<file path="src/rtl/div_clk_monitor.sv">
// div_clk_monitor
//   Downstream checker for the divided-clock generators. Samples a divided clock
//   in the i_clk domain, aligns a fixed measurement window to its first rising
//   edge, counts rising edges and high samples over the window, and grades the
//   edge count against an expected value. A gap counter flags a stuck clock.
//
//   Optional build macro: DIV_MON_SYNC_EN
//     defined   -> i_div_clk passes through a 2-flop synchroniser (async sources);
//                  all edge-relative timing moves out by 2 cycles.
//     undefined -> i_div_clk is sampled directly and must be clk-derived.
//
// Ports
//   i_clk       system clock, all logic on posedge
//   i_rst       synchronous active-high reset
//   i_start     measurement request, accepted only when idle
//   i_div_clk   divided clock under test
//   o_busy      high while arming or measuring
//   o_done      one-cycle pulse when results are valid
//   o_edge_cnt  rising edges counted in the window
//   o_high_cnt  cycles the divided clock was sampled high in the window
//   o_pass      edge count within EXP_EDGES +/- TOL and not stuck
//   o_fail_lo   edge count below EXP_EDGES-TOL (floor 0)
//   o_fail_hi   edge count above EXP_EDGES+TOL
//   o_stuck     no rising edge for STUCK_LIM cycles while busy

module div_clk_monitor #(
  parameter int WINDOW    = 48,
  parameter int CNT_W     = 8,
  parameter int EXP_EDGES = 16,
  parameter int TOL       = 1,
  parameter int STUCK_LIM = 16
) (
  input  logic             i_clk,
  input  logic             i_rst,
  input  logic             i_start,
  input  logic             i_div_clk,
  output logic             o_busy,
  output logic             o_done,
  output logic [CNT_W-1:0] o_edge_cnt,
  output logic [CNT_W-1:0] o_high_cnt,
  output logic             o_pass,
  output logic             o_fail_lo,
  output logic             o_fail_hi,
  output logic             o_stuck
);

  typedef enum logic [1:0] {S_IDLE, S_ARM, S_MEASURE, S_DONE} state_t;

  // Grading thresholds are one bit wider than the counters so a negative
  // lower bound clamps to zero instead of wrapping.
  localparam int              LO_INT    = EXP_EDGES - TOL;
  localparam logic [CNT_W:0]  C_LO      = (LO_INT < 0) ? '0 : (CNT_W+1)'(LO_INT);
  localparam logic [CNT_W:0]  C_HI      = (CNT_W+1)'(EXP_EDGES + TOL);
  localparam logic [CNT_W-1:0] C_WINDOW = CNT_W'(WINDOW);
  localparam logic [CNT_W-1:0] C_STUCK  = CNT_W'(STUCK_LIM);

  state_t           r_state, w_state_nxt;
  logic             r_prev;
  logic [CNT_W-1:0] r_edge_cnt, w_edge_nxt;
  logic [CNT_W-1:0] r_high_cnt, w_high_nxt;
  logic [CNT_W-1:0] r_win_cnt, w_win_nxt;
  logic [CNT_W-1:0] r_gap_cnt, w_gap_nxt;
  logic             r_done, w_done_nxt;
  logic             r_pass, w_pass_nxt;
  logic             r_fail_lo, w_fail_lo_nxt;
  logic             r_fail_hi, w_fail_hi_nxt;
  logic             r_stuck, w_stuck_nxt;
  logic             w_s;
  logic             w_rise;
  logic             w_finish;
  logic [CNT_W-1:0] w_final_edge;
  logic [CNT_W:0]   w_final_ext;

  function automatic logic [CNT_W-1:0] satInc(input logic [CNT_W-1:0] v, input logic en);
    if (en && (v != '1)) return v + 1'b1;
    return v;
  endfunction

`ifdef DIV_MON_SYNC_EN
  logic r_sync1, r_sync2;

  always_ff @(posedge i_clk) begin
    if (i_rst) begin
      r_sync1 <= 1'b0;
      r_sync2 <= 1'b0;
    end else begin
      r_sync1 <= i_div_clk;
      r_sync2 <= r_sync1;
    end
  end

  assign w_s = r_sync2;
`else
  assign w_s = i_div_clk;
`endif

  assign w_rise = w_s & ~r_prev;

  always_comb begin
    w_state_nxt  = r_state;
    w_edge_nxt   = r_edge_cnt;
    w_high_nxt   = r_high_cnt;
    w_win_nxt    = r_win_cnt;
    w_gap_nxt    = r_gap_cnt;
    w_done_nxt   = 1'b0;
    w_stuck_nxt  = r_stuck;
    w_pass_nxt   = r_pass;
    w_fail_lo_nxt = r_fail_lo;
    w_fail_hi_nxt = r_fail_hi;
    w_finish     = 1'b0;
    w_final_edge = r_edge_cnt;

    case (r_state)
      S_IDLE: begin
        if (i_start) begin
          w_state_nxt   = S_ARM;
          w_edge_nxt    = '0;
          w_high_nxt    = '0;
          w_win_nxt     = '0;
          w_gap_nxt     = '0;
          w_stuck_nxt   = 1'b0;
          w_pass_nxt    = 1'b0;
          w_fail_lo_nxt = 1'b0;
          w_fail_hi_nxt = 1'b0;
        end
      end

      // The aligning rise is itself window cycle 1.
      S_ARM: begin
        if (w_rise) begin
          w_state_nxt = S_MEASURE;
          w_gap_nxt   = '0;
          w_edge_nxt  = CNT_W'(1);
          w_high_nxt  = CNT_W'(1);
          w_win_nxt   = CNT_W'(1);
        end else begin
          w_gap_nxt = satInc(r_gap_cnt, 1'b1);
          if (w_gap_nxt >= C_STUCK) begin
            w_stuck_nxt  = 1'b1;
            w_finish     = 1'b1;
            w_final_edge = r_edge_cnt;
          end
        end
      end

      // Stuck wins over the last window sample; a stuck finish leaves the
      // counters as they were before this cycle.
      S_MEASURE: begin
        w_gap_nxt = w_rise ? '0 : satInc(r_gap_cnt, 1'b1);
        if (!w_rise && (w_gap_nxt >= C_STUCK)) begin
          w_stuck_nxt  = 1'b1;
          w_finish     = 1'b1;
          w_final_edge = r_edge_cnt;
        end else begin
          w_edge_nxt = satInc(r_edge_cnt, w_rise);
          w_high_nxt = satInc(r_high_cnt, w_s);
          w_win_nxt  = satInc(r_win_cnt, 1'b1);
          if (w_win_nxt >= C_WINDOW) begin
            w_finish     = 1'b1;
            w_final_edge = w_edge_nxt;
          end
        end
      end

      S_DONE: begin
        w_state_nxt = S_IDLE;
      end

      default: begin
        w_state_nxt = S_IDLE;
      end
    endcase

    w_final_ext = {1'b0, w_final_edge};
    if (w_finish) begin
      w_state_nxt   = S_DONE;
      w_done_nxt    = 1'b1;
      w_fail_lo_nxt = (w_final_ext < C_LO);
      w_fail_hi_nxt = (w_final_ext > C_HI);
      w_pass_nxt    = !(w_final_ext < C_LO) && !(w_final_ext > C_HI) && !w_stuck_nxt;
    end
  end

  always_ff @(posedge i_clk) begin
    if (i_rst) begin
      r_state    <= S_IDLE;
      r_prev     <= 1'b0;
      r_edge_cnt <= '0;
      r_high_cnt <= '0;
      r_win_cnt  <= '0;
      r_gap_cnt  <= '0;
      r_done     <= 1'b0;
      r_pass     <= 1'b0;
      r_fail_lo  <= 1'b0;
      r_fail_hi  <= 1'b0;
      r_stuck    <= 1'b0;
    end else begin
      r_state    <= w_state_nxt;
      r_prev     <= w_s;
      r_edge_cnt <= w_edge_nxt;
      r_high_cnt <= w_high_nxt;
      r_win_cnt  <= w_win_nxt;
      r_gap_cnt  <= w_gap_nxt;
      r_done     <= w_done_nxt;
      r_pass     <= w_pass_nxt;
      r_fail_lo  <= w_fail_lo_nxt;
      r_fail_hi  <= w_fail_hi_nxt;
      r_stuck    <= w_stuck_nxt;
    end
  end

  assign o_busy     = (r_state == S_ARM) || (r_state == S_MEASURE);
  assign o_done     = r_done;
  assign o_edge_cnt = r_edge_cnt;
  assign o_high_cnt = r_high_cnt;
  assign o_pass     = r_pass;
  assign o_fail_lo  = r_fail_lo;
  assign o_fail_hi  = r_fail_hi;
  assign o_stuck    = r_stuck;

endmodule

</file>
<file path="config.mk">
export PLATFORM = sky130hd
export DESIGN_NAME = div_clk_monitor
export DESIGN_NICKNAME = d
export VERILOG_FILES = /design/src/rtl/div_clk_monitor.sv
export SDC_FILE = /design/constraint.sdc
export NUM_CORES = 1
export LEC_CHECK = 0
export ABC_AREA = 1
export CAP_MARGIN = 15
export CORE_ASPECT_RATIO = 0.8
export CORE_MARGIN = 8
export CORE_UTILIZATION = 25
export DETAILED_ROUTE_END_ITERATION = 8
export GPL_TIMING_DRIVEN = 0
export PLACE_DENSITY_LB_ADDON = 0.1
export SLEW_MARGIN = 20
export SYNTH_ARGS = -nofsm -noshare
export SYNTH_HDL_FRONTEND = slang
export SYNTH_SLANG_ARGS = --single-unit
</file>
<file path="constraint.sdc">
create_clock -name i_clk -period 2.37 [get_ports i_clk]
set_input_delay 0.474 -clock i_clk [delete_from_list [all_inputs] [get_ports i_clk]]
set_output_delay 0.474 -clock i_clk [all_outputs]
set_load 0.01 [all_outputs]
</file>
==> flow_metrics.env, run 1 <==
export IMPL_cpPeakStageDelay_ns=0.57
export IMPL_arrival_ns=1.75
export IMPL_syn_nets=415
export IMPL_endpoint_kind="output port"
export IMPL_p_sw_share_pct=47.18
export IMPL_fin_crit_ns=2.227
export IMPL_synth_top_cell_by_area="dfxtp_1"
export IMPL_grt_pass1_vias=2451
export IMPL_seqPwrFrac_pct=26.5
export IMPL_dr_pass1_iters=4
export IMPL_timing_fmax_mhz=449.0
export IMPL_ant_nets=0
export IMPL_switching_power_mw=1.918
export IMPL_crit_chain="inv_1, ha_2, clkdlybuf4s50_1"
export IMPL_cts_tree="done"
export IMPL_wl_um=7319
export IMPL_crit_required_ns=1.90
export IMPL_clk_pin_slew_ns=0.06
export IMPL_slew_headroom_pct=68.13
export IMPL_syn_to_final_growth_pct=23.42
export IMPL_die_h_um=107.5
export IMPL_pre_cts_slack_ns=-0.4301
export IMPL_holdPathStages=2
export IMPL_netlist_area_um2=2618
export IMPL_clkPwrFrac_pct=17.1
export IMPL_drtIter0Drc=170
export IMPL_vias_per_cell=4.474
export IMPL_crit_family="buffers and inverters"
export IMPL_startpoint_type="flip-flop"
export IMPL_insertion_delay_ns=0.28
export IMPL_grt_pass1_wl_um=12340
export IMPL_synthTopCellsByCount="nand2_1, nor2_1, inv_1, dfxtp_1, nand3_1"
export IMPL_fp_dieArea_um2=14020
export IMPL_dieWidth_um=130.4
export IMPL_ys_seq_elements=40
export IMPL_cts_inserted_buffers=5
export IMPL_cts_max_level=2
export IMPL_crit_type="flip-flop to output port"
export IMPL_clock_sinks=40
export IMPL_hold_viol=0
export IMPL_synthesis_instances=402
export IMPL_globalRouteTotalUtil_pct=11.05
export IMPL_ys_warnings_count=0
export IMPL_finalCritPeriodShare_pct=93.98
export IMPL_cap_violations=0
export IMPL_synth_seq_area_share_pct=30.59
export IMPL_tightestPinTransition_ns=0.4780
export IMPL_maxSlewViolCount=0
export IMPL_port_buffers=25
export IMPL_reg2reg_depth=13
export IMPL_diodes=0
export IMPL_cts_hold_fix_buffers=0
export IMPL_rows=33
export IMPL_ir_worst_vdd_mv=0.4809
export IMPL_via_count=2577
export IMPL_crit_cells=3
export IMPL_avgSynthCellArea_um2=6.511
export IMPL_gr_total_overflow=0
export IMPL_critPathMaxFanout=6
export IMPL_drive_above_1_share_pct=11.70
export IMPL_synth_edff_count=0
export IMPL_layout_setup_ws_ns=0.1427
export IMPL_p_int_mw=2.147
export IMPL_clockBufferDepth=2
export IMPL_layout_nets=448
export IMPL_drc=0
export IMPL_dp_hpwl_um=5616
export IMPL_yosysTopAreaCellShare_pct=30.59
export IMPL_outcome="finished, final reports clean"
export IMPL_grt_max_degree=12
export IMPL_initial_utilization_pct=25.56
export IMPL_critPathBufInv=2
export IMPL_synthArstFlopShare_pct=0
export IMPL_ios=26
export IMPL_critPathSlowestCell="clkdlybuf4s50_1"
export IMPL_yosys_cell_count_top_type="nand2_1"
export IMPL_antenna_found_initial=0
export IMPL_hold_path_class="flip-flop to flip-flop"
export IMPL_synth_ff_type="dfxtp_1"
export IMPL_finClkSkew_ns=0.005088
export IMPL_cts_root_buf="clkbuf_16"
export IMPL_rsz0062_at_grt="true"
export IMPL_wire_per_inst_um=12.71
export IMPL_synth_distinct_cells=42
export IMPL_post_route_util_pct=31.55
export IMPL_pwr_density_cell_nw_per_um2=1258
export IMPL_core_area_um2=10240
export IMPL_gp_congestion=0.7745
export IMPL_ys_top_cells_by_area="dfxtp_1, nand2_1, nor2_1"
export IMPL_final_setup_viol_count=0
export IMPL_cellLeakagePower_nw=1.352
export IMPL_combPwrFrac_pct=56.4
export IMPL_power_mw=4.065
worst paths after layout:
kind | slack [ns] | end | start
min | 0.48 | o_pass$_SDFFE_PP0P_ | o_pass$_SDFFE_PP0P_
min reg2reg | 0.48 | o_pass$_SDFFE_PP0P_ | o_pass$_SDFFE_PP0P_
max reg2reg | 0.26 | o_edge_cnt[1]$_SDFFE_PP0P_ | r_gap_cnt[0]$_SDFFE_PP0P_
max | 0.14 | o_busy | r_state[1]$_SDFFE_PP0P_
state kept, by name (all words and copies together), names as in the netlist, 2 cells and up:
signal / count
r_win_cnt: 8
r_state: 2
r_gap_cnt: 8
o_edge_cnt: 8
o_high_cnt: 8
power groups by stage:
stage               clock, mW  sequential [mW]  combinational [mW]
floorplan                   0             1.08                1.52
global placement            0             1.09                2.25
detailed placement          0             1.09                2.26
CTS                     0.725             1.07                2.28
global route            0.751             1.12                2.59
finish                  0.696             1.08                2.29
worst register-to-register path, stage by stage, from the launching register on:
cell and delay [ns]:
dfxtp_1 0.37, ha_2 0.22, nand2_1 0.07, nor2_1 0.15
nand2_1 0.07, nand2_1 0.06, nand2_1 0.07, inv_2 0.06
nand4_2 0.10, nand3_1 0.14, nand2_4 0.10, o21ai_2 0.26
buf_4 0.25, a211oi_1 0.06
cell type report:
type                    instances  area, um2
multi-input cells             300       1594
repair buffers                 26      257.7
plain buffers                   7      45.04
inverters                      55      209.0
well taps                     140      175.2
clock buffers                   8      146.4
fillers                      1179       7009
flip-flops and latches         40      803.3
routing by layer:
metal | global-route usage [%] | wire, um | part of all wire [%] | up-vias
met1 | 15.98 | 3936 | 54 | 1149
met5 | 0 | 0 | 0 | -
met2 | 15.80 | 2994 | 41 | 41
li1 | - | - | - | 1385
met4 | 2.698 | 38 | 0.52 | 0
met3 | 2.822 | 349 | 4.8 | 2
cell families after synthesis:
| group | Yosys count | synth area share (%) |
|---|---|---|
| adder cells (fa/ha/maj) | 9 | 4.302 |
| buffers and inverters | 62 | 9.608 |
| flip-flops | 40 | 30.59 |
| AND/OR/NAND/NOR | 216 | 37.09 |
| multiplexers | 1 | 0.4302 |
| XOR/XNOR | 4 | 1.339 |
| AO/OA/AOI/OAI | 70 | 16.64 |
metrics by stage:
stage	instance area (um2)	instances	TNS [ns]	hold WS, ns
6_report	3231	576	0	0.4765
5_1_grt	3231	576	-0.02217	0.5071
4_1_cts	3197	575	0	0.4819
3_5_place_dp	3043	567	-8.600	0.4717
3_3_place_gp	3043	567	-8.193	0.4741
2_1_floorplan	2618	402	0	0.4475
layout by cell type, fill, tap and decap left out, types with 2 or more instances in the layout:
| cell type | Yosys | layout |
|---|---|---|
| nand2_1 | 103 | 103 |
| nor2_1 | 55 | 54 |
| inv_1 | 47 | 47 |
| dfxtp_1 | 40 | 38 |
| nand3_1 | 27 | 27 |
| clkdlybuf4s50_1 | 0 | 25 |
| a21oi_1 | 22 | 22 |
| o21ai_0 | 21 | 21 |
| a211oi_1 | 11 | 11 |
| ha_1 | 9 | 7 |
| inv_2 | 6 | 6 |
| nand4_1 | 6 | 6 |
| nor3_1 | 5 | 5 |
| clkbuf_16 | 0 | 5 |
| nand2_4 | 2 | 4 |
| clkbuf_1 | 1 | 3 |
| buf_2 | 4 | 3 |
| nor2_4 | 2 | 3 |
| buf_4 | 1 | 3 |
| nand2_2 | 5 | 3 |
| xor2_1 | 3 | 3 |
| a211oi_2 | 3 | 3 |
| nand3_2 | 3 | 3 |
| o21ai_1 | 3 | 3 |
| o21ai_2 | 2 | 2 |
| nor2_2 | 2 | 2 |
| o211ai_1 | 2 | 2 |
| ha_2 | 0 | 2 |
| dfxtp_2 | 0 | 2 |
what timing repair did:
item                                    in CTS  in global routing
gates cloned                                 0                  0
pin swaps                                    0                  2
gates resized for setup                      2                  8
endpoints found under the setup margin      15                 21
setup buffers                                0                  1
No activity file was read; power rests on OpenSTA's default activity.
==> run 2: changes to the inputs <==
CORE_MARGIN = 10   (was 8)
==> run 2 against run 1 <==
Net effect:
- first-iteration DRC count shrank 21%
- critical path depth grew 6
- register-to-register slack worse by 0.04 ns
- critical endpoint is now o_edge_cnt[0]$_SDFFE_PP0P_
- largest cell class unchanged
- largest power group unchanged
- highest routed layer unchanged
==> flow_metrics.env, run 2 (same netlist as run 1, synthesis figures left out) <==
export IMPL_core_area_um2=10240
export IMPL_power_mw=4.147
export IMPL_cts_hold_fix_buffers=0
export IMPL_hold_viol=0
export IMPL_critPathMaxFanout=10
export IMPL_cts_root_buf="clkbuf_16"
export IMPL_vias_per_cell=4.506
export IMPL_initial_utilization_pct=25.56
export IMPL_wl_um=7388
export IMPL_cap_violations=0
export IMPL_outcome="finished, final reports clean"
export IMPL_die_h_um=111.5
export IMPL_cts_tree="done"
export IMPL_wire_per_inst_um=12.80
export IMPL_rows=33
export IMPL_cts_inserted_buffers=5
export IMPL_ir_worst_vdd_mv=0.5042
export IMPL_finClkSkew_ns=0.004758
export IMPL_ios=26
export IMPL_gp_congestion=0.7996
export IMPL_crit_required_ns=2.54
export IMPL_syn_to_final_growth_pct=24.43
export IMPL_cellLeakagePower_nw=1.359
export IMPL_diodes=0
export IMPL_grt_pass1_wl_um=12450
export IMPL_endpoint_kind="flip-flop"
export IMPL_gr_total_overflow=0
export IMPL_final_cell_mix="nand2_1, nor2_1, inv_1"
export IMPL_final_setup_viol_count=0
export IMPL_via_count=2600
export IMPL_ant_nets=0
export IMPL_grt_pass1_vias=2468
export IMPL_slew_headroom_pct=70.01
export IMPL_antenna_found_initial=0
export IMPL_post_route_util_pct=31.81
export IMPL_pwr_density_cell_nw_per_um2=1273
export IMPL_rsz0062_at_grt="true"
export IMPL_arrival_ns=2.41
export IMPL_clockBufferDepth=2
export IMPL_finalCritPeriodShare_pct=94.49
export IMPL_seqCellArea_um2=802.0
export IMPL_dp_hpwl_um=5636
export IMPL_rrSetupSlack_ns=0.22
export IMPL_clk_pin_slew_ns=0.06
export IMPL_maxSlewViolCount=0
export IMPL_final_common_cell="nand2_1"
export IMPL_port_buffers=25
export IMPL_insertion_delay_ns=0.29
export IMPL_fp_dieArea_um2=14990
export IMPL_grt_max_degree=12
export IMPL_drive_above_1_share_pct=11.67
export IMPL_drtIter0Drc=135
export IMPL_dr_pass1_iters=4
export IMPL_crit_type="input port to flip-flop"
export IMPL_clock_sinks=40
export IMPL_layout_nets=449
export IMPL_timing_fmax_mhz=446.6
export IMPL_dieWidth_um=134.4
export IMPL_hold_path_class="flip-flop to flip-flop"
export IMPL_tightestPinTransition_ns=0.4498
export IMPL_cts_max_level=2
export IMPL_fillers=1163
export IMPL_drc=0
export IMPL_startpoint_type="input port"
export IMPL_multi_input_area_um2=1602
export IMPL_fin_crit_ns=2.239
export IMPL_globalRouteTotalUtil_pct=9.921
## run 2: what timing repair did
action / in CTS / in global routing
pin swaps: 0 / 3
hold endpoints to repair: 0 / 0
resized for setup: 1 / 17
setup endpoints to repair: 11 / 18
setup buffers: 0 / 2
## run 2: worst paths after layout
check | endpoint | start | cells after the start
max | o_edge_cnt[0]$_SDFFE_PP0P_ | i_div_clk | 9
min | o_pass$_SDFFE_PP0P_ | o_pass$_SDFFE_PP0P_ | 2
max reg2reg | o_edge_cnt[0]$_SDFFE_PP0P_ | r_gap_cnt[0]$_SDFFE_PP0P_ | 13
min reg2reg | o_pass$_SDFFE_PP0P_ | o_pass$_SDFFE_PP0P_ | 2
## run 2: final cells by class
type,instances,share of cell area (%)
Sequential cell,40,24.63
Multi-Input combinational cell,300,49.17
Clock buffer,8,4.495
Inverter,55,6.800
Tap cell,140,5.378
Timing Repair Buffer,27,8.144
Buffer,7,1.383
## run 2: worst max-delay path, cell delays in order
cell and delay (ns):
clkdlybuf4s50_1 0.50, inv_1 0.09, nor2_4 0.26, nor2_1 0.10
a311oi_2 0.29, nand2_4 0.16, buf_2 0.23, a221oi_1 0.23
nor2_1 0.06
## run 2: per-stage QoR
step	hold slack [ns]	instance area, um2	setup WS [ns]	cells	setup TNS [ns]
CTS	0.4804	3194	0.03755	575	0
global placement	0.4736	3043	-0.3706	567	-7.802
global route	0.5146	3257	-0.04972	577	-0.3053
finish	0.4764	3257	0.1307	577	0
detailed placement	0.4698	3043	-0.3839	567	-7.628
floorplan	0.4475	2618	0.5241	402	0
## run 2: metal layers
metal  routed length (um)  up-vias  part of all wire (%)  track usage, %
li1                     -     1385                     -               -
met2                 3002       44                    41           14.28
met3                  317        6                   4.3           2.695
met4                   57        0                  0.77           1.955
met5                    0        -                     0               0
met1                 4009     1165                    54           14.34
## run 2: power by group
part	leakage [nW]	total, mW	internal (mW)	switching (mW)
registers	0.327	1.07	0.858	0.217
logic	0.962	2.37	0.912	1.46
clock network	0.0712	0.703	0.421	0.282
